<file path="src/rtl/edge_pkg.sv">
// Shared types for the multi-channel edge detector: per-channel edge mode
// encoding and the mode gating helper.
package edge_pkg;

  typedef enum logic [1:0] {
    MODE_OFF  = 2'b00,
    MODE_RISE = 2'b01,
    MODE_FALL = 2'b10,
    MODE_BOTH = 2'b11
  } edge_mode_t;

  // Bit 0 of the mode enables rising edges and bit 1 enables falling edges.
  function automatic logic gate_edge(input edge_mode_t m, input logic re, input logic fe);
    logic [1:0] mb;
    mb = m;
    return (re & mb[0]) | (fe & mb[1]);
  endfunction

endpackage

</file>
<file path="src/rtl/edge_detec_ch.sv">
// One channel: synchroniser, debounce filter, registered edge pulses,
// mode gating, sticky flag and saturating event counter.
module edge_detec_ch
  import edge_pkg::*;
#(
  parameter int SYNC_STAGES = 2,
  parameter int DEB_CYCLES  = 3,
  parameter int CNT_W       = 8,
  parameter bit INIT_LEVEL  = 1'b0
) (
  input  logic             clk,
  input  logic             reset,
  input  logic             a_i,
  input  edge_mode_t       mode_i,
  input  logic             clr_i,
  output logic             re_o,
  output logic             fe_o,
  output logic             pulse_o,
  output logic             sticky_o,
  output logic [CNT_W-1:0] cnt_o
);

  localparam int DW = (DEB_CYCLES > 1) ? $clog2(DEB_CYCLES) : 1;

  logic [SYNC_STAGES-1:0] sync_q;
  logic                   sync_out;
  logic                   level_q, level_d;
  logic [DW-1:0]          deb_q, deb_d;
  logic                   re_q, re_d, fe_q, fe_d;
  logic                   sticky_q, sticky_d;
  logic [CNT_W-1:0]       cnt_q, cnt_d;
  logic                   pulse;

  assign sync_out = sync_q[SYNC_STAGES-1];

  // Outputs are single-cycle pulses with no handshake: re_o/fe_o are high for
  // exactly one clock per accepted level change and nothing downstream can stall them.
  always_comb begin
    level_d  = level_q;
    deb_d    = '0;
    re_d     = 1'b0;
    fe_d     = 1'b0;
    sticky_d = sticky_q;
    cnt_d    = cnt_q;
    // The level flips on the DEB_CYCLES-th consecutive disagreeing sample.
    if (sync_out != level_q) begin
      if (deb_q == DW'(DEB_CYCLES - 1)) begin
        level_d = sync_out;
        re_d    = sync_out;
        fe_d    = ~sync_out;
      end else begin
        deb_d = deb_q + 1'b1;
      end
    end
    pulse = gate_edge(mode_i, re_q, fe_q);
    if (pulse) begin
      sticky_d = 1'b1;
    end else if (clr_i) begin
      sticky_d = 1'b0;
    end
    if (clr_i) begin
      cnt_d = pulse ? CNT_W'(1) : '0;
    end else if (pulse && (cnt_q != {CNT_W{1'b1}})) begin
      cnt_d = cnt_q + 1'b1;
    end
  end

  always_ff @(posedge clk or negedge reset) begin
    if (!reset) begin
      sync_q   <= {SYNC_STAGES{INIT_LEVEL}};
      level_q  <= INIT_LEVEL;
      deb_q    <= '0;
      re_q     <= 1'b0;
      fe_q     <= 1'b0;
      sticky_q <= 1'b0;
      cnt_q    <= '0;
    end else begin
      sync_q   <= {sync_q[SYNC_STAGES-2:0], a_i};
      level_q  <= level_d;
      deb_q    <= deb_d;
      re_q     <= re_d;
      fe_q     <= fe_d;
      sticky_q <= sticky_d;
      cnt_q    <= cnt_d;
    end
  end

  assign re_o     = re_q;
  assign fe_o     = fe_q;
  assign pulse_o  = pulse;
  assign sticky_o = sticky_q;
  assign cnt_o    = cnt_q;

endmodule

</file>
<file path="src/rtl/edge_detec_multi.sv">
// Multi-channel debounced edge detector: NUM_CH independent copies of
// edge_detec_ch sharing one clock and reset.
module edge_detec_multi
  import edge_pkg::*;
#(
  parameter int NUM_CH      = 4,
  parameter int SYNC_STAGES = 2,
  parameter int DEB_CYCLES  = 3,
  parameter int CNT_W       = 8,
  parameter bit INIT_LEVEL  = 1'b0
) (
  input  logic                    clk,
  input  logic                    reset,
  input  logic [NUM_CH-1:0]       a_in,
  input  logic [2*NUM_CH-1:0]     mode,
  input  logic [NUM_CH-1:0]       clr,
  output logic [NUM_CH-1:0]       RE_detected,
  output logic [NUM_CH-1:0]       FE_detected,
  output logic [NUM_CH-1:0]       edge_pulse,
  output logic [NUM_CH-1:0]       sticky,
  output logic [NUM_CH*CNT_W-1:0] edge_cnt
);

  for (genvar i = 0; i < NUM_CH; i++) begin : g_ch
    edge_detec_ch #(
      .SYNC_STAGES(SYNC_STAGES),
      .DEB_CYCLES (DEB_CYCLES),
      .CNT_W      (CNT_W),
      .INIT_LEVEL (INIT_LEVEL)
    ) u_ch (
      .clk     (clk),
      .reset   (reset),
      .a_i     (a_in[i]),
      .mode_i  (edge_mode_t'(mode[2*i +: 2])),
      .clr_i   (clr[i]),
      .re_o    (RE_detected[i]),
      .fe_o    (FE_detected[i]),
      .pulse_o (edge_pulse[i]),
      .sticky_o(sticky[i]),
      .cnt_o   (edge_cnt[i*CNT_W +: CNT_W])
    );
  end

endmodule

</file>
<file path="config.mk">
export PLATFORM = sky130hd
export DESIGN_NAME = edge_detec_multi
export DESIGN_NICKNAME = d
export VERILOG_FILES = /design/src/rtl/edge_pkg.sv /design/src/rtl/edge_detec_ch.sv /design/src/rtl/edge_detec_multi.sv
export SDC_FILE = /design/constraint.sdc
export NUM_CORES = 1
export LEC_CHECK = 0
export ABC_AREA = 0
export BUFFER_PORTS_ARGS = -buffer_cell sky130_fd_sc_hd__buf_2
export CAP_MARGIN = 20
export CORE_UTILIZATION = 45
export CTS_BUF_LIST = sky130_fd_sc_hd__clkbuf_8
export CTS_CLUSTER_DIAMETER = 200
export DETAILED_ROUTE_END_ITERATION = 10
export HOLD_SLACK_MARGIN = 0.15
export PLACE_DENSITY = 0.67
export SLEW_MARGIN = 20
export SYNTH_ARGS = -nofsm -noshare
export SYNTH_HDL_FRONTEND = slang
export SYNTH_SLANG_ARGS = --single-unit
</file>
<file path="constraint.sdc">
create_clock -name clk -period 1.35 [get_ports clk]
set_input_delay 0.27 -clock clk [delete_from_list [all_inputs] [get_ports clk]]
set_output_delay 0.27 -clock clk [all_outputs]
set_load 0.03 [all_outputs]
</file>
---- Word level (Yosys, flattened, before mapping) ----
Cells that the tools add are included.
storage, ports and cells
  flip-flop bits (word level) ............. 64
  input port bits ......................... 18
  output and inout bits ................... 48
  word-level logic and storage cells ...... 124
operators by class
  add/sub/neg operators ................... 8
  equality and inequality tests ........... 12
  muxes and demuxes ....................... 44
  bitwise logic cells ..................... 16
  reduce and logical (&&, ||, !) cells .... 16
operator list
  cell                                                            count
  8-bit two-way mux                                               8
  8-bit by 1-bit adder with 8-bit output (second input constant)  4
  8-bit != test (second input constant)                           4
  1-bit two-way mux                                               28
  2-bit two-way mux                                               8
  2-bit nonzero test                                              8
  2-bit by 1-bit adder with 2-bit output (second input constant)  4
  1-bit bitwise AND                                               8
  2-bit == test (second input constant)                           4
  2-bit AND reduction                                             4
  1-bit logical AND                                               4
  1-bit != test                                                   4
  1-bit NOT                                                       4
  1-bit OR                                                        4

---- Longest topological paths before layout ----
  depth in word-level cells ............... 5
  mapped depth ............................ 5

---- By module ----
From an unflattened synthesis, not the netlist that was laid out.
unflattened totals
  cell total of the unflattened synthesis .. 264
  area, all modules ....................... 3208.1 sq um
modules (own cells, without submodules)
  module         times used  cells an instance  area each (sq um)
  edge_detec_ch  4           66                 802.0

---- Least setup slack after synthesis ----
No wires, ideal clock.
  path type ............................... register to register
  start point ............................. register g_ch[2].u_ch.cnt_q[0]
  end point ............................... register g_ch[2].u_ch.cnt_q[7]
  setup time .............................. 0.119 ns
  arrival time ............................ 1.504 ns
  path slack .............................. -0.273 ns
  stages on the path, launching flop included .. 6
  buffers on the path ..................... 0
  cell sequence ........................... dfrtp_1 -> ha_1 -> nand3_1 -> o211ai_1 -> nor3_1 -> o21ba_2
between the ends
  cells in the longest elaborated chain, start to end .. 3
  elaborated cells between the ends (all ways) .. 6
  those cells by class .................... add/sub (1); eq/ne (1); mux (2); reduce/logical (2)
RTL lines
  element                                                                  RTL line                                  RTL
  from (decl)                                                              edge_detec_ch.sv:31                       logic [CNT_W-1:0] cnt_q, cnt_d;
  from (signal assigned)                                                   edge_detec_ch.sv:84                       cnt_q <= cnt_d;
  8-bit by 1-bit adder with 8-bit output or 8-bit != test (tied branches)  edge_detec_ch.sv:64, edge_detec_ch.sv:63
  8-bit two-way mux or 1-bit logical AND (tied branches)                   edge_detec_ch.sv:63                       end else if (pulse && (cnt_q != {CNT_W{1'b1}})) begin
  8-bit two-way mux or 2-bit nonzero test (tied branches)                  -
Several ways; a longest one is shown, not always the timed one. The select of a mux whose other input is x is not followed.
A chain may end at the register's enable or synchronous reset.

---- Final worst setup path ----
  start point ............................. register g_ch[3].u_ch.re_q
  end point ............................... output edge_pulse[3]
between the ends
  cells in the longest elaborated chain, start to end .. 2
RTL lines
  element                 RTL line                RTL
  from (decl)             edge_detec_ch.sv:29     logic re_q, re_d, fe_q, fe_d;
  from (signal assigned)  edge_detec_ch.sv:81     re_q <= re_d;
  1-bit bitwise AND       edge_pkg.sv:16          return (re & mb[0]) | (fe & mb[1]);
  1-bit OR                edge_pkg.sv:16
  to (decl)               edge_detec_multi.sv:19  output logic [NUM_CH-1:0] edge_pulse,
No other way between the ends.

==> out/qor.csv <==
stage;metric;value;unit
status;status;finished with violations;
status;failing checks;setup timing;
worst_hold_path;HP Class;in2reg;
grt;gr usage total;19.4;%
finish;Finished Layout Cells;450;
timing;RSZ-0062 raised after global routing;yes;
placement;Port Buffer Count;65;
setup_path;slowest cell on the critical path;dfrtp_1;
clocking;Clock Path Buffers;2;
setup_path;crit-path max FO;2;
timing;Finish-stage setup viols;10;
setup_path;crit path kind;reg2out;
placement;GP Congestion;0.825;
drt;final wirelength;6050;um
floorplanning;IO Count;66;
finish;multi-input logic area;0.00129;mm^2
clocking;TritonCTS buffer count;9;
floorplanning;row count;28;
synth;fraction of registers with async set/reset;100;%
synth;syn_nets;293;
floorplanning;chip height;82.3;um
finish;Final Util;66.9;%
setup_path;cells along the critical path;a22oi_2, inv_2, buf_6;
clocking;clk_lat worst skew;320;ps
setup_path;Worst Setup Start Kind;register;
drt;antenna-violating nets left;0;
synth;top_reg_cell synth;dfrtp_1;
finish;fillers;441;
finish;layout cells sized above 1;48.5;%
timing;final worst slack;-101;ps
drt;Pre-Repair DR Iteration Count;4;
floorplanning;DIE WIDTH;82.3;um
synth;Seq cells post-synth;64;
power_and_ir_drop;Leak Pwr;1.91;nW
grt;largest net degree at the start of global routing;38;
placement;DPL Wire Length;4020;um
synth;number of enable flip-flop cells after synthesis;0;
timing;post-route clock skew;6.04;ps
drt;Via density;5.22;
drt;via count;2347;
finish;most common cell after layout, fill and taps aside;buf_2;
power_and_ir_drop;Power Density;1190;mW/mm^2
floorplanning;Initial Utilization;47.9;%
placement;# placed instances;414;
timing;setup TNS;-461;ps
clocking;clk slew on worst S/H paths;70;ps
setup_path;Worst Path Required;1080;ps
timing;Tmin final;1450;ps
clocking;CTS H-tree depth;3;
setup_path;crit-path max cell delay;390;ps
clocking;Root Buffer;clkbuf_8;
finish;area grow syn2layout;39.6;%
power_and_ir_drop;IR Drop Worst-Case VDD;1.03;mV
clocking;clock sinks;64;
timing;final worst-path cycle share;107;%
synth;synthesized area per cell;10.7;um^2
timing;Max Slew Vio Count;0;
synth;synth unique cells;43;
finish;most frequent cells in the layout;51 x buf_2, 38 x dfrtp_1, 33 x buf_4;
timing;Hold Vio Cnt, Final;0;
grt;global route overflow;0;
run;Max-Cap Viols;0;
setup_path;Critical Path AT;1180;ps
synth;Cells after Synth;271;
synth;Post-Syn Area;0.00290;mm^2
drt;drt drc;0;
timing;Tightest Pin Transition;338;ps
drt;WL per Instance;13.4;um
floorplanning;core area;0.00606;mm^2
finish;Antenna Cells;0;
grt;first-pass GRT wire length;9790;um
synth;post-synthesis sequential area ratio;55.1;%
setup_path;reg2reg setup slack;-40;ps
grt;initial antenna violation count;0;
floorplanning;die footprint;0.00678;mm^2
clocking;CTS tree;done;
timing;Fmax achieved;689;MHz
setup_path;CP endpoint kind;primary output;
grt;vias in the first global route;2193;
drt;drt initial violations;80;
timing;Max-slew headroom;77.4;%
synth;synth warn;0;
finish;Nets;392;
finish;register area;0.00163;mm^2
## stage by stage
| stage | total power [mW] | hold WS [ps] | cell area [um^2] | setup slack [ps] |
|---|---|---|---|---|
| after floorplan | 2.97 | -25.6 | 3020 | -70.0 |
| after global placement | 3.16 | 103 | 3510 | -43.5 |
| after detailed placement | 3.19 | 104 | 3510 | -76.5 |
| after CTS | 4.86 | 184 | 3870 | -104 |
| after global routing | 5.11 | 193 | 4060 | -177 |
| final | 4.83 | 196 | 4060 | -101 |
## critical path: cells and delay by family, from the launching register on
kind,cells,cell delay (ps)
buffers and inverters,2,220
AOI/OAI and AO/OA,1,250
DFF,1,390
## per-layer routing
metal	track usage [%]	vias to the layer above	share of wire [%]
met5	0	-	0
met4	7.54	0	0.88
met3	4.07	5	4.1
met2	30.7	52	49
met1	25.9	1135	46
li1	-	1155	-
## cell usage after synthesis (7+ instances only)
library cell / instances / area share, %
nand2b_1: 9 / 1.9
buf_4: 17 / 4.4
a211oi_1: 9 / 2.3
xor2_1: 8 / 2.4
nor2_1: 27 / 3.5
o21ai_0: 9 / 1.6
nand2_1: 16 / 2.1
nand3_1: 9 / 1.6
a21oi_1: 10 / 1.7
inv_1: 11 / 1.4
nand4_1: 7 / 1.5
o211ai_1: 9 / 2.3
dfrtp_1: 64 / 55
## flip-flops by register name (all words and copies together), names as in the netlist
| register | flops |
|---|---|
| g_ch.u_ch.fe_o | 4 |
| g_ch.u_ch.re_o | 4 |
| g_ch.u_ch.sticky_o | 4 |
| g_ch.u_ch.cnt_o | 32 |
| g_ch.u_ch.level_q | 4 |
| g_ch.u_ch.sync_q | 8 |
| g_ch.u_ch.deb_q | 8 |
## cells by family (layout without fill, tap and decap cells)
family	count (synthesis)	in the layout	synth area share (%)
AOI/OAI and AO/OA	60	60	14.4
xor gates and xnor gates	8	8	2.41
adders and majority gates	4	4	1.72
buffers and inverters	32	136	6.33
DFF	64	64	55.1
muxes	9	9	3.27
and+or+nand+nor	94	94	16.7
## path summary, 6_finish.rpt
path | start | to | cells past startpoint
worst max-delay path | g_ch[3].u_ch.re_o | edge_pulse[3] | 3
worst min-delay path | mode[5] | g_ch[2].u_ch.sticky_o | 3
worst max register to register | g_ch[2].u_ch.cnt_o[0] | g_ch[2].u_ch.cnt_o[7] | 5
worst min register to register | g_ch[3].u_ch.sync_q[0] | g_ch[3].u_ch.sync_q[1] | 0
max in group asynchronous | reset | g_ch[3].u_ch.cnt_o[7] | 3
min in group asynchronous | reset | g_ch[2].u_ch.cnt_o[0] | 2
## repair_timing
action | 4_1_cts | 5_1_grt
gates resized for setup | 23 | 36
setup buffers | 7 | 8
pin swaps | 12 | 23
hold buffers | 5 | 0
endpoints found under the hold margin | 68 | 0
setup endpoints to repair | 17 | 38
## cell type report
type,count,share of cell area [%]
multi-input cells,175,31.8
well taps,75,2.31
flip-flops and latches,64,40.3
clock inverters,4,0.679
inverters,11,1.02
repair buffers,109,19.8
clock buffers,12,4.07
## where the power goes
group	switching, mW	internal (mW)	total, mW	leakage, nW
clock network	0.743	0.814	1.56	0.0906
logic	0.521	0.431	0.952	1.00
registers	0.166	2.16	2.32	0.816
total	1.43	3.40	4.83	1.91
(Power assumes the default switching activity.)
